==> config.mk <==
export PLATFORM = sky130hd
export DESIGN_NAME = genius_seq_engine
export DESIGN_NICKNAME = d
export VERILOG_FILES = /design/src/rtl/genius_pkg.sv /design/src/rtl/genius_lfsr.sv /design/src/rtl/genius_seq_engine.sv
export SDC_FILE = /design/constraint.sdc
export NUM_CORES = 1
export LEC_CHECK = 0
export ABC_AREA = 1
export BUFFER_PORTS_ARGS = -buffer_cell sky130_fd_sc_hd__buf_2
export CAP_MARGIN = 20
export CORE_MARGIN = 2
export CORE_UTILIZATION = 58
export DETAILED_ROUTE_END_ITERATION = 10
export GPL_TIMING_DRIVEN = 0
export PLACE_DENSITY = 0.78
export SYNTH_ARGS = -nofsm -noshare
export SYNTH_HDL_FRONTEND = slang
export SYNTH_SLANG_ARGS = --single-unit
export TNS_END_PERCENT = 50
==> constraint.sdc <==
create_clock -name clock -period 2 [get_ports clock]
set_input_delay 0.2 -clock clock [delete_from_list [all_inputs] [get_ports clock]]
set_output_delay 0.2 -clock clock [all_outputs]
set_load 0.02 [all_outputs]
==> src/rtl/genius_pkg.sv <==
// Shared definitions for the Genius sequence engine: state codes, LFSR taps
// and the one-hot entry generator.
package genius_pkg;

    typedef enum logic [3:0] {
        StIdle      = 4'd0,
        StGen       = 4'd1,
        StShowOn    = 4'd2,
        StShowOff   = 4'd3,
        StWaitPlay  = 4'd4,
        StCheck     = 4'd5,
        StRoundDone = 4'd6,
        StWin       = 4'd7,
        StLose      = 4'd8
    } state_e;

    // x^16 + x^14 + x^13 + x^11 + 1, right-shifting Galois form
    localparam logic [15:0] LFSR_TAPS = 16'hB400;

    function automatic logic [7:0] onehot_mod(input logic [15:0] value, input int unsigned n);
        int unsigned idx;
        idx = 32'(value) % n;
        return 8'd1 << idx;
    endfunction

endpackage

==> src/rtl/genius_lfsr.sv <==
// Free-running 16-bit Galois LFSR; advances every cycle outside reset.
module genius_lfsr
    import genius_pkg::*;
#(
    parameter logic [15:0] SEED = 16'hACE1
) (
    input  logic        clock,
    input  logic        reset,
    output logic [15:0] value
);

    logic [15:0] lfsr_q;
    logic [15:0] lfsr_d;

    always_comb begin
        lfsr_d = lfsr_q >> 1;
        if (lfsr_q[0]) begin
            lfsr_d = lfsr_d ^ LFSR_TAPS;
        end
    end

    always_ff @(posedge clock) begin
        if (reset) begin
            lfsr_q <= SEED;
        end else begin
            lfsr_q <= lfsr_d;
        end
    end

    assign value = lfsr_q;

endmodule

==> src/rtl/genius_seq_engine.sv <==
// Genius (Simon) sequence engine: generates a sequence, plays it back on the
// LEDs round by round and checks the player's presses with a per-press timeout.
module genius_seq_engine
    import genius_pkg::*;
#(
    parameter int unsigned N_BTN     = 4,
    parameter int unsigned DEPTH     = 16,
    parameter int unsigned ADDR_W    = 4,
    parameter int unsigned T_ON      = 1000,
    parameter int unsigned T_OFF     = 500,
    parameter int unsigned T_TIMEOUT = 5000,
    parameter logic [15:0] LFSR_SEED = 16'hACE1
) (
    input  logic              clock,
    input  logic              reset,
    input  logic              start,
    input  logic              mode_random,
    input  logic [N_BTN-1:0]  botoes,
    output logic [N_BTN-1:0]  leds,
    output logic              busy,
    output logic              player_turn,
    output logic              round_ok,
    output logic              win,
    output logic              lose,
    output logic              timeout,
    output logic [ADDR_W-1:0] db_limite,
    output logic [ADDR_W-1:0] db_endereco,
    output logic [3:0]        db_estado
);

    localparam int unsigned T_MAX = (T_ON > T_OFF) ?
                                    ((T_ON > T_TIMEOUT) ? T_ON : T_TIMEOUT) :
                                    ((T_OFF > T_TIMEOUT) ? T_OFF : T_TIMEOUT);
    localparam int unsigned CNT_W = $clog2(T_MAX + 1);

    state_e            state_q, state_d;
    logic [ADDR_W-1:0] addr_q, addr_d;
    logic [ADDR_W-1:0] limit_q, limit_d;
    logic [CNT_W-1:0]  cnt_q, cnt_d;
    logic [N_BTN-1:0]  press_q, press_d;
    logic              mode_q, mode_d;
    logic              timeout_q, timeout_d;
    logic              prev_q;

    logic [N_BTN-1:0]  mem_q [DEPTH];
    logic              mem_we;

    logic [15:0]       lfsr_value;
    logic [7:0]        gen_full;
    logic [N_BTN-1:0]  gen_entry;
    logic              gen_unused;

    logic              any_btn;
    logic              press;
    logic              press_onehot;
    logic              match;
    logic              last_addr;

    genius_lfsr #(
        .SEED (LFSR_SEED)
    ) u_lfsr (
        .clock (clock),
        .reset (reset),
        .value (lfsr_value)
    );

    always_comb begin
        gen_full = onehot_mod(mode_q ? {8'h00, lfsr_value[7:0]} : 16'(addr_q), N_BTN);
    end
    assign gen_entry  = gen_full[N_BTN-1:0];
    assign gen_unused = ^{lfsr_value[15:8], gen_full[7:N_BTN]};

    // prev_q tracks the OR of the buttons every cycle, so a button already held
    // when WAIT_PLAY is entered shows no rising edge until released and re-pressed.
    assign any_btn      = |botoes;
    assign press        = (state_q == StWaitPlay) && any_btn && !prev_q;
    assign press_onehot = (press_q != '0) && ((press_q & (press_q - 1'b1)) == '0);
    assign match        = press_onehot && (press_q == mem_q[addr_q]);
    assign last_addr    = (addr_q == ADDR_W'(DEPTH - 1));

    always_comb begin
        state_d   = state_q;
        addr_d    = addr_q;
        limit_d   = limit_q;
        cnt_d     = cnt_q;
        press_d   = press_q;
        mode_d    = mode_q;
        timeout_d = timeout_q;
        mem_we    = 1'b0;
        leds      = '0;
        round_ok  = 1'b0;

        unique case (state_q)
            StIdle, StWin, StLose: begin
                if (state_q == StLose) begin
                    leds = '1;
                end
                if (start) begin
                    state_d   = StGen;
                    mode_d    = mode_random;
                    addr_d    = '0;
                    limit_d   = '0;
                    cnt_d     = '0;
                    timeout_d = 1'b0;
                end
            end
            StGen: begin
                mem_we = 1'b1;
                if (last_addr) begin
                    addr_d  = '0;
                    limit_d = '0;
                    cnt_d   = '0;
                    state_d = StShowOn;
                end else begin
                    addr_d = addr_q + 1'b1;
                end
            end
            StShowOn: begin
                leds = mem_q[addr_q];
                if (cnt_q == CNT_W'(T_ON - 1)) begin
                    cnt_d   = '0;
                    state_d = StShowOff;
                end else begin
                    cnt_d = cnt_q + 1'b1;
                end
            end
            StShowOff: begin
                if (cnt_q == CNT_W'(T_OFF - 1)) begin
                    cnt_d = '0;
                    if (addr_q == limit_q) begin
                        addr_d  = '0;
                        state_d = StWaitPlay;
                    end else begin
                        addr_d  = addr_q + 1'b1;
                        state_d = StShowOn;
                    end
                end else begin
                    cnt_d = cnt_q + 1'b1;
                end
            end
            StWaitPlay: begin
                leds = botoes;
                // A press in the last allowed cycle takes priority over the timeout.
                if (press) begin
                    press_d = botoes;
                    cnt_d   = '0;
                    state_d = StCheck;
                end else if (cnt_q == CNT_W'(T_TIMEOUT - 1)) begin
                    timeout_d = 1'b1;
                    state_d   = StLose;
                end else begin
                    cnt_d = cnt_q + 1'b1;
                end
            end
            StCheck: begin
                if (!match) begin
                    timeout_d = 1'b0;
                    state_d   = StLose;
                end else if (addr_q == limit_q) begin
                    state_d = StRoundDone;
                end else begin
                    addr_d  = addr_q + 1'b1;
                    cnt_d   = '0;
                    state_d = StWaitPlay;
                end
            end
            StRoundDone: begin
                round_ok = 1'b1;
                if (limit_q == ADDR_W'(DEPTH - 1)) begin
                    state_d = StWin;
                end else begin
                    limit_d = limit_q + 1'b1;
                    addr_d  = '0;
                    cnt_d   = '0;
                    state_d = StShowOn;
                end
            end
            default: begin
                state_d = StIdle;
            end
        endcase
    end

    always_ff @(posedge clock) begin
        if (reset) begin
            state_q   <= StIdle;
            addr_q    <= '0;
            limit_q   <= '0;
            cnt_q     <= '0;
            press_q   <= '0;
            mode_q    <= 1'b0;
            timeout_q <= 1'b0;
            prev_q    <= 1'b0;
        end else begin
            state_q   <= state_d;
            addr_q    <= addr_d;
            limit_q   <= limit_d;
            cnt_q     <= cnt_d;
            press_q   <= press_d;
            mode_q    <= mode_d;
            timeout_q <= timeout_d;
            prev_q    <= any_btn;
        end
    end

    always_ff @(posedge clock) begin
        if (mem_we) begin
            mem_q[addr_q] <= gen_entry;
        end
    end

    assign busy        = !((state_q == StIdle) || (state_q == StWin) || (state_q == StLose));
    assign player_turn = (state_q == StWaitPlay);
    assign win         = (state_q == StWin);
    assign lose        = (state_q == StLose);
    assign timeout     = (state_q == StLose) && timeout_q;
    assign db_limite   = limit_q;
    assign db_endereco = addr_q;
    assign db_estado   = state_q;

endmodule

==> Yosys cells after proc, flatten, opt, wreduce, memory -nomap -nowiden <==
Memory sizes are Yosys's and may differ from the RTL's. A register that Yosys moved wholly into a read port is not among the register bits.
Index checks and enable logic that the tools add are counted.
{ "totals": {"reg_bits": 48, "latchBits": 0, "ramBits": 64, "romBits": 0, "in_bits": 8, "out_inout_bits": 22, "word_cells": 116, "n_memories": 1} }
{ "mem_list": {"columns": ["name", "depth", "word_bits", "read_ports", "rd_clocked_by_memory_dff", "wr", "line_no", "rtl"], "rows": [
  ["mem_q", 16, 4, 1, 1, 1, "genius_seq_engine.sv:45", "logic [N_BTN-1:0] mem_q [DEPTH];"]
]} }
{ "classes": {"add_sub_neg": 4, "n_mul": 0, "div_mod_pow": 0, "order_cmp": 0, "eq_ne": 27, "n_shift": 1, "muxes": 47, "n_bitwise": 2, "reduce_logical": 25} }
{ "op_table": {"columns": ["operator", "count"], "rows": [
  ["13-bit 2-to-1 mux", 9],
  ["13-bit one-hot mux with 7 select lines", 1],
  ["4-bit 2-to-1 mux", 19],
  ["4-bit one-hot mux with 7 select lines", 1],
  ["4-bit one-hot mux with 3 select lines", 2],
  ["4-bit one-hot mux with 5 select lines", 1],
  ["2-bit != test, second input constant", 9],
  ["4-bit by 3-bit equality test with 1-bit output, second input constant", 4],
  ["16-bit 2-to-1 mux", 1],
  ["13-bit by 1-bit adder with 13-bit output, second input constant", 1],
  ["13-bit by 10-bit equality test with 1-bit output, second input constant", 1],
  ["13-bit equality test, second input constant", 1],
  ["13-bit by 9-bit equality test with 1-bit output, second input constant", 1],
  ["4-bit equality test, second input constant", 3],
  ["5-bit AND reduction", 2],
  ["4-bit by 1-bit adder with 4-bit output, second input constant", 2],
  ["4-bit by 2-bit equality test with 1-bit output, second input constant", 2],
  ["4-bit equality test", 2],
  ["4-bit logical NOT", 2],
  ["1-bit 2-to-1 mux", 8],
  ["7-bit AND reduction", 1],
  ["7-bit nonzero test", 1],
  ["3-bit 2-to-1 mux", 2],
  ["6-bit AND reduction", 1],
  ["other kinds (20)", 29]
]} }

==> Longest topological paths before layout <==
Gate-level depths: netlist of the first run.
{ "depth": {"word_depth": 9, "ltp_mapped": 17, "mapped_depth_nobuf": 15} }

==> Cells and area by module <==
From an unflattened synthesis of the first run, not the netlist that was laid out.
{ "hier_totals": {"hier_cells": 699, "hier_area_um2": 5700.5} }
{ "modules_own_cells": {"columns": ["mod", "instances", "cells_each", "area_per_inst_um2", "seq_area_each_um2"], "rows": [
  ["genius_seq_engine", 1, 635, 5128.7, 2642.5],
  ["genius_lfsr", 1, 64, 571.8, 320.3]
]} }

==> Least setup slack after synthesis of the first run <==
No wires, ideal clock.
{ "synth_path": {"path_type": "flip-flop to flip-flop", "start": "register state_q[1], in the netlist db_estado[1]", "end": "register cnt_q[0]", "setup_time_ps": 115, "arrival_time_ps": 2035, "required_ps": 1885, "setup_slack_ps": -150, "stages_incl_launch_ff": 11, "n_path_buf": 1, "period_less_slack_ps": 2150, "cell_sequence": "dfxtp_1 > inv_2 > nor2_1 > inv_1 > nor2_1 > nand4_1 > nand3_1 > a211oi_4 > buf_6 > a21oi_1 > nor2_1"} }
{ "synth_between": {"elab_chain_len": 5, "elab_cells_between_ends": 22, "classes_between": "14 x eq/ne; 2 x mux; 6 x reduce/logical"} }
{ "synth_rtl": {"columns": ["element", "line_no", "rtl"], "rows": [
  ["from (decl)", "genius_seq_engine.sv:36", "state_e state_q, state_d;"],
  ["from (signal assigned)", "genius_seq_engine.sv:186", "state_q <= StIdle;"],
  ["from (signal assigned)", "genius_seq_engine.sv:195", "state_q <= state_d;"],
  ["4-bit by 3-bit equality test with 1-bit output", "genius_seq_engine.sv:76, genius_seq_engine.sv:93", null],
  ["1-bit logical AND (2 in series)", "genius_seq_engine.sv:76", "assign press = (state_q == StWaitPlay) && any_btn && !prev_q;"],
  ["3-bit != test (no source line) / 13-bit 2-to-1 mux (equally long branches)", null, null],
  ["7-bit AND reduction (no source line) / 13-bit one-hot mux with 7 select lines (equally long branches)", null, null],
  ["to (signal assigned)", "genius_seq_engine.sv:198", "cnt_q <= cnt_d;"],
  ["to (decl)", "genius_seq_engine.sv:39", "logic [CNT_W-1:0] cnt_q, cnt_d;"]
]} }
Several ways; a longest one is shown, not always the timed one.
A chain may end at the register's enable or synchronous reset.

==> impl_results.md, run 1 <==
* Die width at 101.6 microns
* Largest net degree at the start of global routing at 17
* Final #Nets at 755
* Sink Count at 116
* Port Buf Inserts at 29
* Placement Setup Slack at -0.4030 ns
* Run status: complete, but fails checks
* Post-DP HPWL at 9192 microns
* Max_slew headroom at 0.4784
* Measured slew at the worst slew-check pin at 0.7764 ns
* Final setup vio count at 31
* Startpoint Class: register
* CTS tree: done
* DR pass1 iterations at 8
* Max Cap Viol at 0
* Total Routing Usage GR at 0.2952
* Synthesized cell area at 0.005529 sq mm
* Vias in the first global route at 4,751
* Die Y at 101.6 microns
* R2R cell count at 17
* Synth Warn # at 0
* Reg clk slew, reported paths at 0.06 ns
* Placed cell areas at 0.005838 sq mm
* Area contributors post-synth: edfxtp_1 (35%), dfxtp_1 (19%), nand2_1 (10%), nand3_1 (6.6%), inv_1 (6.1%)
* Peak supply drop at 0.9318 mV
* Non-Filler Instances at 883
* Boundary Pins at 30
* GRT Residual Overflow at 0
* Syn Area/Cell at 8.252 sq um
* RSZ-0062 raised after global routing: yes
* #FFs+latches synth at 116
* Total power per unit cell area at 1516 mW/mm^2
* WHS at 0.09215 ns
* Number of nets still failing antenna checks after routing at 0
* Worst Hold End: mode_q
* Initial antenna violation count at 0
* Residual DRC count at 0
* Initial core utilization at 0.5984
* Via count at 5,042
* Most common cell after layout, fill and taps aside: nand2_1
* Max Transition Viols Final at 0
* Reg-to-reg slack, setup at -0.26 ns
* Hold violation count in the final report at 0
* Post-route setup slack at -0.3337 ns
* Fin area at 0.007054 sq mm
* Worst Hold Launch: start
* CTS root buf: clkbuf_8
* # fillers at 615
* Die area at 0.01033 sq mm
* Crit share post-route at 1.167
* Final wirelength at 15,320 microns
* Placed cell count at 828
* Cell taking the most area after synthesis: edfxtp_1
* Ant diodes at 0
* Syn nets at 684
* Share of cells above drive strength 1 at 0.2507
* Core ar. at 0.009240 sq mm
* Clock skew at 0.006665 ns
* Worst Path Arrival at 2.13 ns
* Skew-Pair Late Insertion Delay at 0.53 ns
* Crit Path Category: register to output port
* Vias per cell at 5.710
* Failing checks: setup timing
* Most frequent cells in the layout: nand2_1 (134), inv_1 (86), edfxtp_1 (64), nor2_1 (62), nand3_1 (56)
* Placer congestion estimate at 0.9222
* Final Critical Period at 2.334 ns
* Max Root-Sink Buffers at 2
* Row count at 35
* WL/cell at 17.35 microns
* Yosys top cell area share at 0.3476
* Register area share after synthesis at 0.5359
* Synth unique cells at 38
* Num CTS Buffers at 17
* Setup TNS at -6.590 ns
* CP endpoint kind: output port
* Crit path required time at 1.80 ns
* Fmax at 0.4285 GHz
* CP Max Fanout at 5
* First-pass GRT wire length at 23,060 microns
* Worst Hold Class: input pin to register
* H-tree depth at 4
* Leak Pwr at 2.980 nW
* 1st-iter DRT viols at 395
* Syn Inst Count at 670
* Hold path cells at 4
* Layout area overhead at 27.59%
layout make-up:
cell class	instances	area, sq um	share of cell area
Clock buffer	17	414.1	0.05871
Inverter	96	362.8	0.05144
Multi-Input combinational cell	438	2387	0.3384
Sequential cell	116	2983	0.4228
Timing Repair Buffer	51	397.9	0.05640
Tap cell	129	161.4	0.02288
Clock inverter	15	178.9	0.02536
Buffer	21	168.9	0.02394
worst max-delay path, stage by stage, from the launching register on:
cell and delay [ns]:
dfxtp_4 0.37, buf_6 0.14, buf_6 0.13, nor2_1 0.09, nor2_1 0.05, o21ai_1 0.11, nand3_1 0.14, nand3_2 0.12
nand2_2 0.08, a21oi_2 0.13, o21ai_1 0.08, buf_4 0.16
power breakdown:
group | leakage, nW | internal, mW | total, mW | switching, mW
clock network | 0.283 | 1.90 | 3.04 | 1.13
registers | 1.01 | 3.02 | 3.28 | 0.264
logic | 1.69 | 1.50 | 4.38 | 2.87
total | 2.98 | 6.42 | 10.7 | 4.27
kinds of logic after synthesis:
group | synth area share
xor+xnor | 0.009504
flops | 0.5359
buf+inv | 0.08690
fa+ha+maj | 0.01358
simple gates | 0.2643
compound gates | 0.08984
stage by stage:
stage	util	total power [mW]
after floorplan	-	5.535
after global placement	0.6318	6.414
after detailed placement	0.6318	6.498
after CTS	0.7361	10.13
after global routing	0.7634	11.13
final	0.7634	10.69
cells in the mapped netlist:
cell and n:
a211oi_1 2, a211oi_4 1, a21o_1 1, a21oi_1 37, and2_1 1, buf_2 9
buf_4 2, buf_6 3, clkbuf_1 7, dfxtp_1 52, edfxtp_1 64, ha_1 6
inv_1 90, inv_2 6, nand2_1 151, nand2_2 4, nand2_4 1, nand3_1 73
nand3b_1 2, nand4_1 7, nor2_1 78, nor2_2 2, nor2_4 1, nor3_1 12
nor3b_1 1, nor4_1 2, o2111ai_1 1, o211ai_1 7, o211ai_2 2, o21ai_0 25
o21ai_1 5, o21bai_1 1, o221ai_1 1, o31ai_1 1, o41ai_1 1, or2_2 5
xnor2_1 1, xor2_1 5
per-layer routing:
metal	global-route usage	up-vias	wire length [microns]
met5	0	-	0
met4	0.1528	0	628
met3	0.06211	72	1188
met2	0.5127	255	7846
met1	0.3429	2372	5657
li1	-	2343	-
state kept, by name, summed over array words and instances, names as in the netlist, named ones only:
register	flops
prev_q	1
timeout_q	1
mode_q	1
cnt_q	13
db_endereco	4
db_estado	4
mem_q	64
press_q	4
db_limite	4
u_lfsr.value	16
what timing repair did:
action                                  CTS  global route
gates resized for setup                  56            68
gates cloned                              3             1
endpoints found under the setup margin   67            58
buffers inserted                         11             0
hold endpoints to repair                  7             0
hold buffers                              7             0
pin swaps                                12            15
how the worst max path moves through the flow:
stage                  from        to  cells after the start
2_1_floorplan  db_estado[2]  cnt_q[0]                     12
3_3_place_gp       register  cnt_q[4]                     17
3_5_place_dp       register  cnt_q[4]                     17
4_1_cts            register   leds[2]                      9
5_1_grt            register   leds[3]                     11
6_report           register   leds[2]                     11
No activity file was read; power rests on OpenSTA's default activity.
==> run 2, diff against run 1 <==
--- a/config.mk
+++ b/config.mk
@@ -5,7 +5,6 @@
 export SDC_FILE = /design/constraint.sdc
 export NUM_CORES = 1
 export LEC_CHECK = 0
-export ABC_AREA = 1
 export BUFFER_PORTS_ARGS = -buffer_cell sky130_fd_sc_hd__buf_2
 export CAP_MARGIN = 20
 export CORE_MARGIN = 2
@@ -15,5 +14,6 @@
 export PLACE_DENSITY = 0.78
 export SYNTH_ARGS = -nofsm -noshare
 export SYNTH_HDL_FRONTEND = slang
+export SYNTH_HIERARCHICAL = 1
 export SYNTH_SLANG_ARGS = --single-unit
 export TNS_END_PERCENT = 50
==> impl_results.md, run 2 <==
* Residual DRC count at 0
* Wire length on met2 at 7145 microns
* Max_slew headroom at 0.3198
* GRT Residual Overflow at 0
* Max Cap Viol at 0
* Most frequent cells in the layout: edfxtp_1 (64), nor2_1 (45), dfxtp_1 (42), nand2_1 (36), buf_2 (27)
* Measured slew at the worst slew-check pin at 1.020 ns
* Skew-Pair Late Insertion Delay at 0.52 ns
* Final #Nets at 557
* Final wirelength at 14,330 microns
* Total power per unit cell area at 1291 mW/mm^2
* Synth Warn # at 6
* Hold violation count in the final report at 0
* Max Root-Sink Buffers at 2
* Crit Path Category: register to register
* DR pass1 iterations at 5
* Syn Inst Count at 471
* Die width at 100.2 microns
* Syn Area/Cell at 11.39 sq um
* Met1 wire length at 5743 microns
* Total power at 8.920 mW
* First-pass GRT wire length at 20,590 microns
* Top Layer Used: met4
* Peak supply drop at 0.7012 mV
* Boundary Pins at 30
* Most common cell after layout, fill and taps aside: edfxtp_1
* Final Critical Period at 2.788 ns
* Top cell by count, worst path: buf_6
* Sink Count at 116
* Final setup vio count at 33
* Die Y at 100.2 microns
* Crit share post-route at 1.394
* Number of nets still failing antenna checks after routing at 0
* Die area at 0.01004 sq mm
* Port Buf Inserts at 29
* Startpoint Class: register
* Row count at 35
* Leak Pwr at 2.468 nW
* Fmax at 0.3587 GHz
* Post-route setup slack at -0.7875 ns
* Run status: complete, but fails checks
* Synthesized cell area at 0.005366 sq mm
* Largest net degree at the start of global routing at 17
* Max FFs per register at 64
* Non-Filler Instances at 667
* H-tree depth at 4
* Via count at 4,309
* CTS tree: done
* Max Transition Viols Final at 0
* Vias per cell at 6.460
* Worst Hold Class: input pin to register
* Placer congestion estimate at 0.9067
* RSZ-0062 raised after global routing: yes
* Layout area overhead at 28.72%
* Final core occ at 0.7584
* 1st-iter DRT viols at 405
* CP Max Fanout at 10
* Core ar. at 0.009109 sq mm
* Clock skew at 0.008827 ns
* CP cell instances: buf_6 -> mux4_2 -> a211oi_4 -> buf_4 -> o21ai_2 -> nor3b_4 -> nand4_4 -> buf_6 -> nand2_4 -> buf_6 -> a31o_4 -> mux2i_2
* Crit path required time at 2.42 ns
* CP peak stage delay at 0.57 ns
* Placed cell count at 611
* Failing checks: setup timing
* Met3 Routed Length at 1088 microns
* Total Routing Usage GR at 0.2764
* Ant diodes at 0
* Initial antenna violation count at 0
* Share of cells above drive strength 1 at 0.3399
* Post-DP HPWL at 8387 microns
* R2R cell count at 12
* Hold path cells at 3
* Reg clk slew, reported paths at 0.06 ns
* WL/cell at 21.48 microns
* Num CTS Buffers at 17
* CP endpoint kind: register
* Top reg by flops: mem_q
* Slowest CP cell: mux4_2
* Worst Path Arrival at 3.21 ns
* Initial core utilization at 0.5891
* Syn nets at 485
* CTS root buf: clkbuf_8
* Vias in the first global route at 3,881
-- run 2: metrics by stage --
stage	hold slack (ns)	TNS [ns]	instance area, sq um	worst slack, ns
global route	0.02786	-22.80	6908	-0.9155
global placement	0.3918	-50.15	5702	-0.7805
floorplan	0.3439	-5.720	5418	-0.3460
finish	0.01932	-19.08	6908	-0.7875
CTS	0.009293	-19.31	6639	-0.7461
detailed placement	0.3896	-37.64	5724	-0.8838
-- run 2: power by group --
part / internal (mW) / total [mW] / switching (mW)
combinational: 1.27 / 3.25 / 1.97
sequential: 2.74 / 2.88 / 0.142
clock: 1.65 / 2.79 / 1.15
-- run 2: worst max-delay path, delay by kind of cell, from the launching register on --
kind            cells  cell delay (ns)
mux                 2             0.76
buf+inv             4             0.62
compound gates      3             0.62
flops               1             0.35
simple gates        3             0.34
-- run 2: worst paths after layout --
| kind | from | endpoint | slack [ns] |
|---|---|---|---|
| max | register | register | -0.79 |
| min | botoes[0] | prev_q | 0.02 |
| min reg2reg | u_lfsr/value[6] | u_lfsr/value[5] | 0.40 |
| max reg2reg | register | register | -0.79 |
-- run 2: area by class of cell --
class                      instances  area, sq um
buffer                            26        192.7
clock buffer                      20        456.7
clock inverter                    12        95.09
fill                             568         2201
inverter                          14        52.55
multi-input combinational        314         2595
sequential                       116         2983
tap                              111        138.9
timing repair buffer              54        394.1
-- run 2: timing repair --
item	in CTS	in global routing
cloned	1	1
pin swaps	9	18
setup endpoints to repair	134	86
buffers inserted	9	8
endpoints found under the hold margin	5	0
gates resized for setup	61	51
hold buffers	5	0
-- run 2: routing by layer --
layer / up-vias / GRT usage
met5: - / 0
met4: 0 / 0.1106
met3: 30 / 0.05850
met2: 245 / 0.4497
met1: 2129 / 0.3647
li1: 1905 / -
